<file path="config.mk">
export PLATFORM = sky130hd
export DESIGN_NAME = vend_ctrl
export DESIGN_NICKNAME = d
export VERILOG_FILES = /design/src/rtl/vend_ctrl.sv
export SDC_FILE = /design/constraint.sdc
export NUM_CORES = 1
export LEC_CHECK = 0
export ABC_AREA = 1
export BUFFER_PORTS_ARGS = -buffer_cell sky130_fd_sc_hd__buf_2
export CAP_MARGIN = 20
export CORE_MARGIN = 1.5
export CORE_UTILIZATION = 50
export CTS_CLUSTER_DIAMETER = 120
export CTS_CLUSTER_SIZE = 8
export DETAILED_ROUTE_END_ITERATION = 16
export PLACE_DENSITY = 0.71
export SLEW_MARGIN = 20
export SYNTH_ARGS = -nofsm -noshare
export SYNTH_HDL_FRONTEND = slang
export SYNTH_SLANG_ARGS = --single-unit
export TNS_END_PERCENT = 50
</file>
<file path="constraint.sdc">
create_clock -name clk -period 3.2 [get_ports clk]
set_input_delay 0.64 -clock clk [delete_from_list [all_inputs] [get_ports clk]]
set_output_delay 0.64 -clock clk [all_outputs]
set_load 0.05 [all_outputs]
</file>
<file path="src/rtl/vend_ctrl.sv">
// vend_ctrl: accumulates coin credit, vends one item at PRICE and pays change out as tick-paced nickels.
// Build option: define VEND_DOLLAR_EN to credit coin_type 2'b11 as a 100c coin (rejected otherwise).
module vend_ctrl #(
    parameter int PRICE    = 65,
    parameter int CREDIT_W = 8
) (
    input  logic                clk,
    input  logic                reset,
    input  logic                tick,
    input  logic                coin_valid,
    input  logic [1:0]          coin_type,
    input  logic                cancel,
    output logic [CREDIT_W-1:0] credit,
    output logic                dispense,
    output logic                change_nickel,
    output logic                coin_reject,
    output logic                busy
);

    typedef enum logic [1:0] {
        IDLE    = 2'd0,
        COLLECT = 2'd1,
        VEND    = 2'd2,
        CHANGE  = 2'd3
    } state_t;

    localparam logic [CREDIT_W-1:0] PRICE_C  = CREDIT_W'(PRICE);
    localparam logic [CREDIT_W-1:0] NICKEL_C = CREDIT_W'(5);

    state_t              state;
    logic                coin_ok;
    logic [CREDIT_W-1:0] coin_value;
    logic [CREDIT_W-1:0] credit_sum;

    always_comb begin
        coin_ok    = 1'b1;
        coin_value = '0;
        case (coin_type)
            2'b00:   coin_value = CREDIT_W'(5);
            2'b01:   coin_value = CREDIT_W'(10);
            2'b10:   coin_value = CREDIT_W'(25);
            default: begin
`ifdef VEND_DOLLAR_EN
                coin_value = CREDIT_W'(100);
`else
                coin_ok    = 1'b0;
`endif
            end
        endcase
    end

    // Cannot wrap: a coin only lands while credit < PRICE, so the sum stays below 2^CREDIT_W.
    assign credit_sum = credit + coin_value;

    always_ff @(posedge clk or posedge reset) begin
        if (reset) begin
            state         <= IDLE;
            credit        <= '0;
            dispense      <= 1'b0;
            change_nickel <= 1'b0;
            coin_reject   <= 1'b0;
            busy          <= 1'b0;
        end else begin
            dispense      <= 1'b0;
            change_nickel <= 1'b0;
            coin_reject   <= 1'b0;
            case (state)
                IDLE, COLLECT: begin
                    // A coin racing a cancel loses; cancel itself only matters once credit exists.
                    if (coin_valid && (cancel || !coin_ok))
                        coin_reject <= 1'b1;
                    if (cancel && state == COLLECT) begin
                        state <= CHANGE;
                        busy  <= 1'b1;
                    end else if (coin_valid && !cancel && coin_ok) begin
                        credit <= credit_sum;
                        if (credit_sum >= PRICE_C) begin
                            state <= VEND;
                            busy  <= 1'b1;
                        end else begin
                            state <= COLLECT;
                        end
                    end
                end
                VEND: begin
                    coin_reject <= coin_valid;
                    dispense    <= 1'b1;
                    credit      <= credit - PRICE_C;
                    if (credit == PRICE_C) begin
                        state <= IDLE;
                        busy  <= 1'b0;
                    end else begin
                        state <= CHANGE;
                        busy  <= 1'b1;
                    end
                end
                CHANGE: begin
                    coin_reject <= coin_valid;
                    if (tick) begin
                        change_nickel <= 1'b1;
                        credit        <= credit - NICKEL_C;
                        if (credit == NICKEL_C) begin
                            state <= IDLE;
                            busy  <= 1'b0;
                        end
                    end
                end
                default: begin
                    state <= IDLE;
                    busy  <= 1'b0;
                end
            endcase
        end
    end

    // Structural invariants of the credit/state relationship.
    a_idle_zero: assert property (@(posedge clk) disable iff (reset)
        (state == IDLE) |-> (credit == '0));
    a_collect_range: assert property (@(posedge clk) disable iff (reset)
        (state == COLLECT) |-> (credit != '0 && credit < PRICE_C));
    a_vend_enough: assert property (@(posedge clk) disable iff (reset)
        (state == VEND) |-> (credit >= PRICE_C));
    a_change_nonzero: assert property (@(posedge clk) disable iff (reset)
        (state == CHANGE) |-> (credit != '0));
    a_busy_track: assert property (@(posedge clk) disable iff (reset)
        busy == (state == VEND || state == CHANGE));
    a_nickel_multiple: assert property (@(posedge clk) disable iff (reset)
        (credit % NICKEL_C) == '0);

endmodule

</file>
Yosys cells after proc, flatten, opt, wreduce, memory -nomap -nowiden
Cells that the tools add are included.
{"block": "classes", "add_sub_neg": 3, "magnitude_cmp": 1, "eq_ne": 13, "n_mux": 25, "reduce_logical": 15}
{"cell": "8-bit two-way mux", "n": 3}
{"cell": "8-bit one-hot mux with 3 select lines", "n": 1}
{"cell": "5-bit one-hot mux with 3 select lines", "n": 1}
{"cell": "2-bit two-way mux", "n": 6}
{"cell": "1-bit two-way mux", "n": 11}
{"cell": "8-bit adder", "n": 1}
{"cell": "8-bit by 3-bit equality test with 1-bit output (second input constant)", "n": 1}
{"cell": "8-bit by 7-bit equality test with 1-bit output (second input constant)", "n": 1}
{"cell": "8-bit by 7-bit >= comparator with 1-bit output (second input constant)", "n": 1}
{"cell": "2-bit != test (second input constant)", "n": 4}
{"cell": "8-bit by 3-bit subtractor with 8-bit output (second input constant)", "n": 1}
{"cell": "8-bit by 7-bit subtractor with 8-bit output (second input constant)", "n": 1}
{"cell": "2-bit equality test (second input constant)", "n": 3}
{"cell": "3-bit != test (second input constant)", "n": 2}
{"cell": "2-bit one-hot mux with 3 select lines", "n": 1}
{"cell": "3-bit AND reduction", "n": 2}
{"cell": "2-bit by 1-bit equality test with 1-bit output (second input constant)", "n": 2}
{"cell": "1-bit logical AND", "n": 4}
{"cell": "2-bit zero test", "n": 2}
{"cell": "4-bit AND reduction", "n": 1}
{"cell": "2-bit OR reduction", "n": 2}
{"cell": "1-bit one-hot mux with 3 select lines", "n": 1}
{"cell": "3-bit OR reduction", "n": 1}
{"cell": "1-bit zero test", "n": 2}
{"cell": "2 further kinds", "n": 2}
{"block": "totals", "ff_bits": 14, "inputBits": 7, "wordCells": 63}

Depth between registers and ports, before layout
{"block": "depth", "depth_word": 8, "ltp_mapped": 18}

Least setup slack after synthesis
No wires, ideal clock.
{"block": "synth_timing", "kind": "input -> register", "start": "input coin_type[0]", "end": "register busy", "setup_time_ps": 119, "t_arrival_ps": 2391, "path_slack_ps": 690, "stages": 16, "path_buffers": 0, "path_cell_list": "inv_1 ha_1 or2_2 ha_1 inv_1 fa_1 nand2_1 a21oi_1 nand3_1 nor2_1 nand2_1 nand2_1 nand4_1 nand2_1 nand2_1 nand2_1"}
{"block": "synth_between", "elab_chain_cells": 6}
{"element": "from (decl)", "line_no": "11", "source": "input logic [1:0] coin_type,"}
{"element": "2-bit equality test, or another cell as far along", "line_no": "38", "source": "case (coin_type)"}
{"element": "5-bit one-hot mux with 3 select lines or 3-bit OR reduction (tied branches)"}
{"element": "8-bit adder or 1-bit two-way mux (tied branches)", "line_no": "53, 38"}
{"element": "8-bit by 7-bit >= comparator with 1-bit output or 1-bit logical AND (tied branches)", "line_no": "77, 75"}
{"element": "3-bit != test (no line)"}
{"element": "4-bit AND reduction (no line) (*)"}
{"element": "to (signal assigned)", "line_no": "62", "source": "busy <= 1'b0;"}
{"element": "to (signal assigned)", "line_no": "74", "source": "busy <= 1'b1;"}
{"element": "to (signal assigned)", "line_no": "79", "source": "busy <= 1'b1;"}
{"element": "to (decl)", "line_no": "17", "source": "output logic busy"}
Mark *: on every way between the ends. The rest lies on a longest branch, timed or not.
A chain may end at the register's enable or synchronous reset.

Worst setup path in the final report
{"block": "layout_timing", "start": "input coin_type[0]", "end": "register state[0]"}
{"block": "layout_between", "elab_chain_cells": 8}
{"element": "2-bit equality test, or another cell as far along", "line_no": "38"}
{"element": "5-bit one-hot mux with 3 select lines", "line_no": "38"}
{"element": "8-bit adder", "line_no": "53", "source": "assign credit_sum = credit + coin_value;"}
{"element": "8-bit by 7-bit >= comparator with 1-bit output", "line_no": "77", "source": "if (credit_sum >= PRICE_C) begin"}
{"element": "2-bit two-way mux", "line_no": "77"}
{"element": "2-bit two-way mux", "line_no": "75", "source": "end else if (coin_valid && !cancel && coin_ok) begin"}
{"element": "2-bit two-way mux", "line_no": "72", "source": "if (cancel && state == COLLECT) begin"}
{"element": "2-bit one-hot mux with 3 select lines", "line_no": "67", "source": "case (state)"}
{"element": "to (signal assigned)", "line_no": "73", "source": "state <= CHANGE;"}
{"element": "to (signal assigned)", "line_no": "78", "source": "state <= VEND;"}
{"element": "to (signal assigned)", "line_no": "81", "source": "state <= COLLECT;"}
{"element": "to (decl)", "line_no": "30", "source": "state_t state;"}
Several ways; a longest one is shown, not always the timed one. The select of a mux whose other input is x is not followed.

==> impl_metrics.tcl <==
set metrics [dict create \
    ys_seq_area_share_pct 25.09 \
    clock-sinks 14 \
    hold_path.class "in -> async" \
    gp_congestion 0.9811 \
    antenna_found_initial 0 \
    io_buffers 18 \
    rows 18 \
    drive_above_1_share_pct 16.31 \
    setup_viol 0 \
    worstPathRequired_ps 3400 \
    drc 0 \
    hold_viol 0 \
    cap_violations 0 \
    final_common_cell "nand2_1" \
    ys_top_cells_by_area "dfrtp_1, nand2_1, ha_1" \
    die_w_um 55.85 \
    ios 19 \
    mostFrequentLayoutCells "nand2_1, inv_1, nand3_1" \
    cts_max_level 1 \
    routed_wl_um 3569 \
    fin_nets 253 \
    worstMarginPinSlew_ps 557.1 \
    syn_area_per_cell_um2 6.556 \
    synth_flop_cell "dfrtp_1" \
    syn_area_um2 1396 \
    start_util_pct 54.39 \
    status "finished clean" \
    cts_root_buffer "clkbuf_4" \
    die_y_um 55.85 \
    drtIter0Drc 77 \
    tritoncts "yes" \
    cp-start-kind "primary input" \
    rsz0062_at_grt "no" \
    rrSetupSlack_ps 970 \
    cp.arrival_ps 2770 \
    clk_latency_ps 290 \
    finalCriticalPeriod_ps 2571 \
    hpwl_um 2806 \
    async_reset_ff_share_pct 100.0 \
    syn_nets 232 \
    cts_setup_buffers 0 \
    crit_type "in -> reg" \
    syn-instance-count 213 \
    max_freq_ghz 0.3889 \
    via_per_inst 5.669 \
    slew_violations 0 \
    wl_per_cell_um 13.57 \
    grt_overflow_total 0 \
    route.vias.total 1491 \
    area_growth_pct 10.57 \
    grt_pass1_vias 1397 \
    coreArea_um2 2567 \
    period_share_pct 80.35 \
    n_antenna_cell 0 \
    end_kind "flop" \
    antenna_left 0 \
    yosysWarnings 0 \
    drt_first_pass_iters 5 \
    clk_pin_slew_worst_paths_ps 100 \
    grt_usage_pct 24.56 \
    clockBufferDepth 2 \
    cts_resized 0 \
    tns_ps 0 \
    ys_seq_elements 14 \
    grt_max_degree 16 \
    synth_top_area_cell "dfrtp_1" \
    die_area_um2 3119 \
    hold_buffers 0 \
    critPathMaxFanout 3 \
    synth_cell_type_count 30 \
    synth_edf_count 0 \
    cts_buffers 3 \
    synth_top_area_share_pct 25.09 \
    clock_skew_ps 14.34 \
    grt_pass1_wl_um 6223 \
    slew_headroom_pct 62.82 \
]
layer usage:
layer	vias up	part of all wire [%]	global-route usage, %	wire, µm
li1	743	-	-	-
met3	6	7.3	6.047	259
met4	0	0.53	3.061	19
met5	-	0	0	0
met2	69	47	39.97	1677
met1	673	45	34.10	1613
Yosys cell counts, types with 3 or more instances:
| cell type | count |
|---|---|
| inv_1 | 31 |
| nand2_1 | 47 |
| inv_2 | 7 |
| a21oi_1 | 9 |
| nor2_1 | 17 |
| dfrtp_1 | 14 |
| nand4_1 | 4 |
| o21ai_0 | 15 |
| nand3b_1 | 3 |
| nor2_4 | 3 |
| ha_1 | 11 |
| a31oi_1 | 3 |
| nand3_1 | 27 |
final cells by class:
type	count	area (µm²)
fillers	252	1023
clock buffers	4	36.28
inverters	38	142.6
repair buffers	18	90.09
well taps	30	37.54
flip-flops and latches	14	350.3
multi-input cells	159	887.1
registers in the layout, indices dropped and copies added (netlist names):
signal	cells
dispense	1
state	2
busy	1
coin_reject	1
change_nickel	1
credit	8
logic make-up (layout without fill, tap and decap cells):
| logic type | count (synthesis) | in the layout | share of synthesized area, % |
|---|---|---|---|
| AO/OA/AOI/OAI | 38 | 38 | 15.77 |
| adder cells (fa/ha/maj) | 12 | 12 | 11.29 |
| flip-flops | 14 | 14 | 25.09 |
| buffers and inverters | 40 | 60 | 11.38 |
| AND/OR/NAND/NOR | 109 | 109 | 36.47 |
stage by stage:
stage	utilization [%]	instance area, µm²	instances	hold slack, ps	setup WS [ps]
6_report	60.14	1544	263	378.2	628.8
5_1_grt	60.14	1544	263	430.3	399.9
4_1_cts	60.14	1544	263	391.9	630.6
3_5_place_dp	58.72	1508	259	460.5	356.7
3_3_place_gp	58.72	1508	259	448.4	454.2
2_1_floorplan	-	1396	213	512.7	690.0
worst max-delay path: stages:
cell and delay [ps]:
buf_2 110, inv_1 70, ha_1 180, or2_2 110, ha_1 170, inv_1 60
fa_1 390, inv_1 100, nand2_1 90, a21oi_1 180, nand3_1 90, nor2_1 90
nand2_1 90, a21oi_2 150, nand2_1 70, a21boi_1 160
path summary, 6_finish.rpt:
path / startpoint / endpoint / depth (start not counted)
max in group asynchronous: reset / credit[1] / 2
max: coin_type[0] / state[0] / 16
max reg2reg: credit[0] / state[0] / 12
min in group clk: busy / busy / 2
min reg2reg: busy / busy / 2
min: reset / dispense / 2
Power is left out: the tool's default activity adds up to more than one toggle a clock period on the data nets, which glitch-free logic cannot reach.
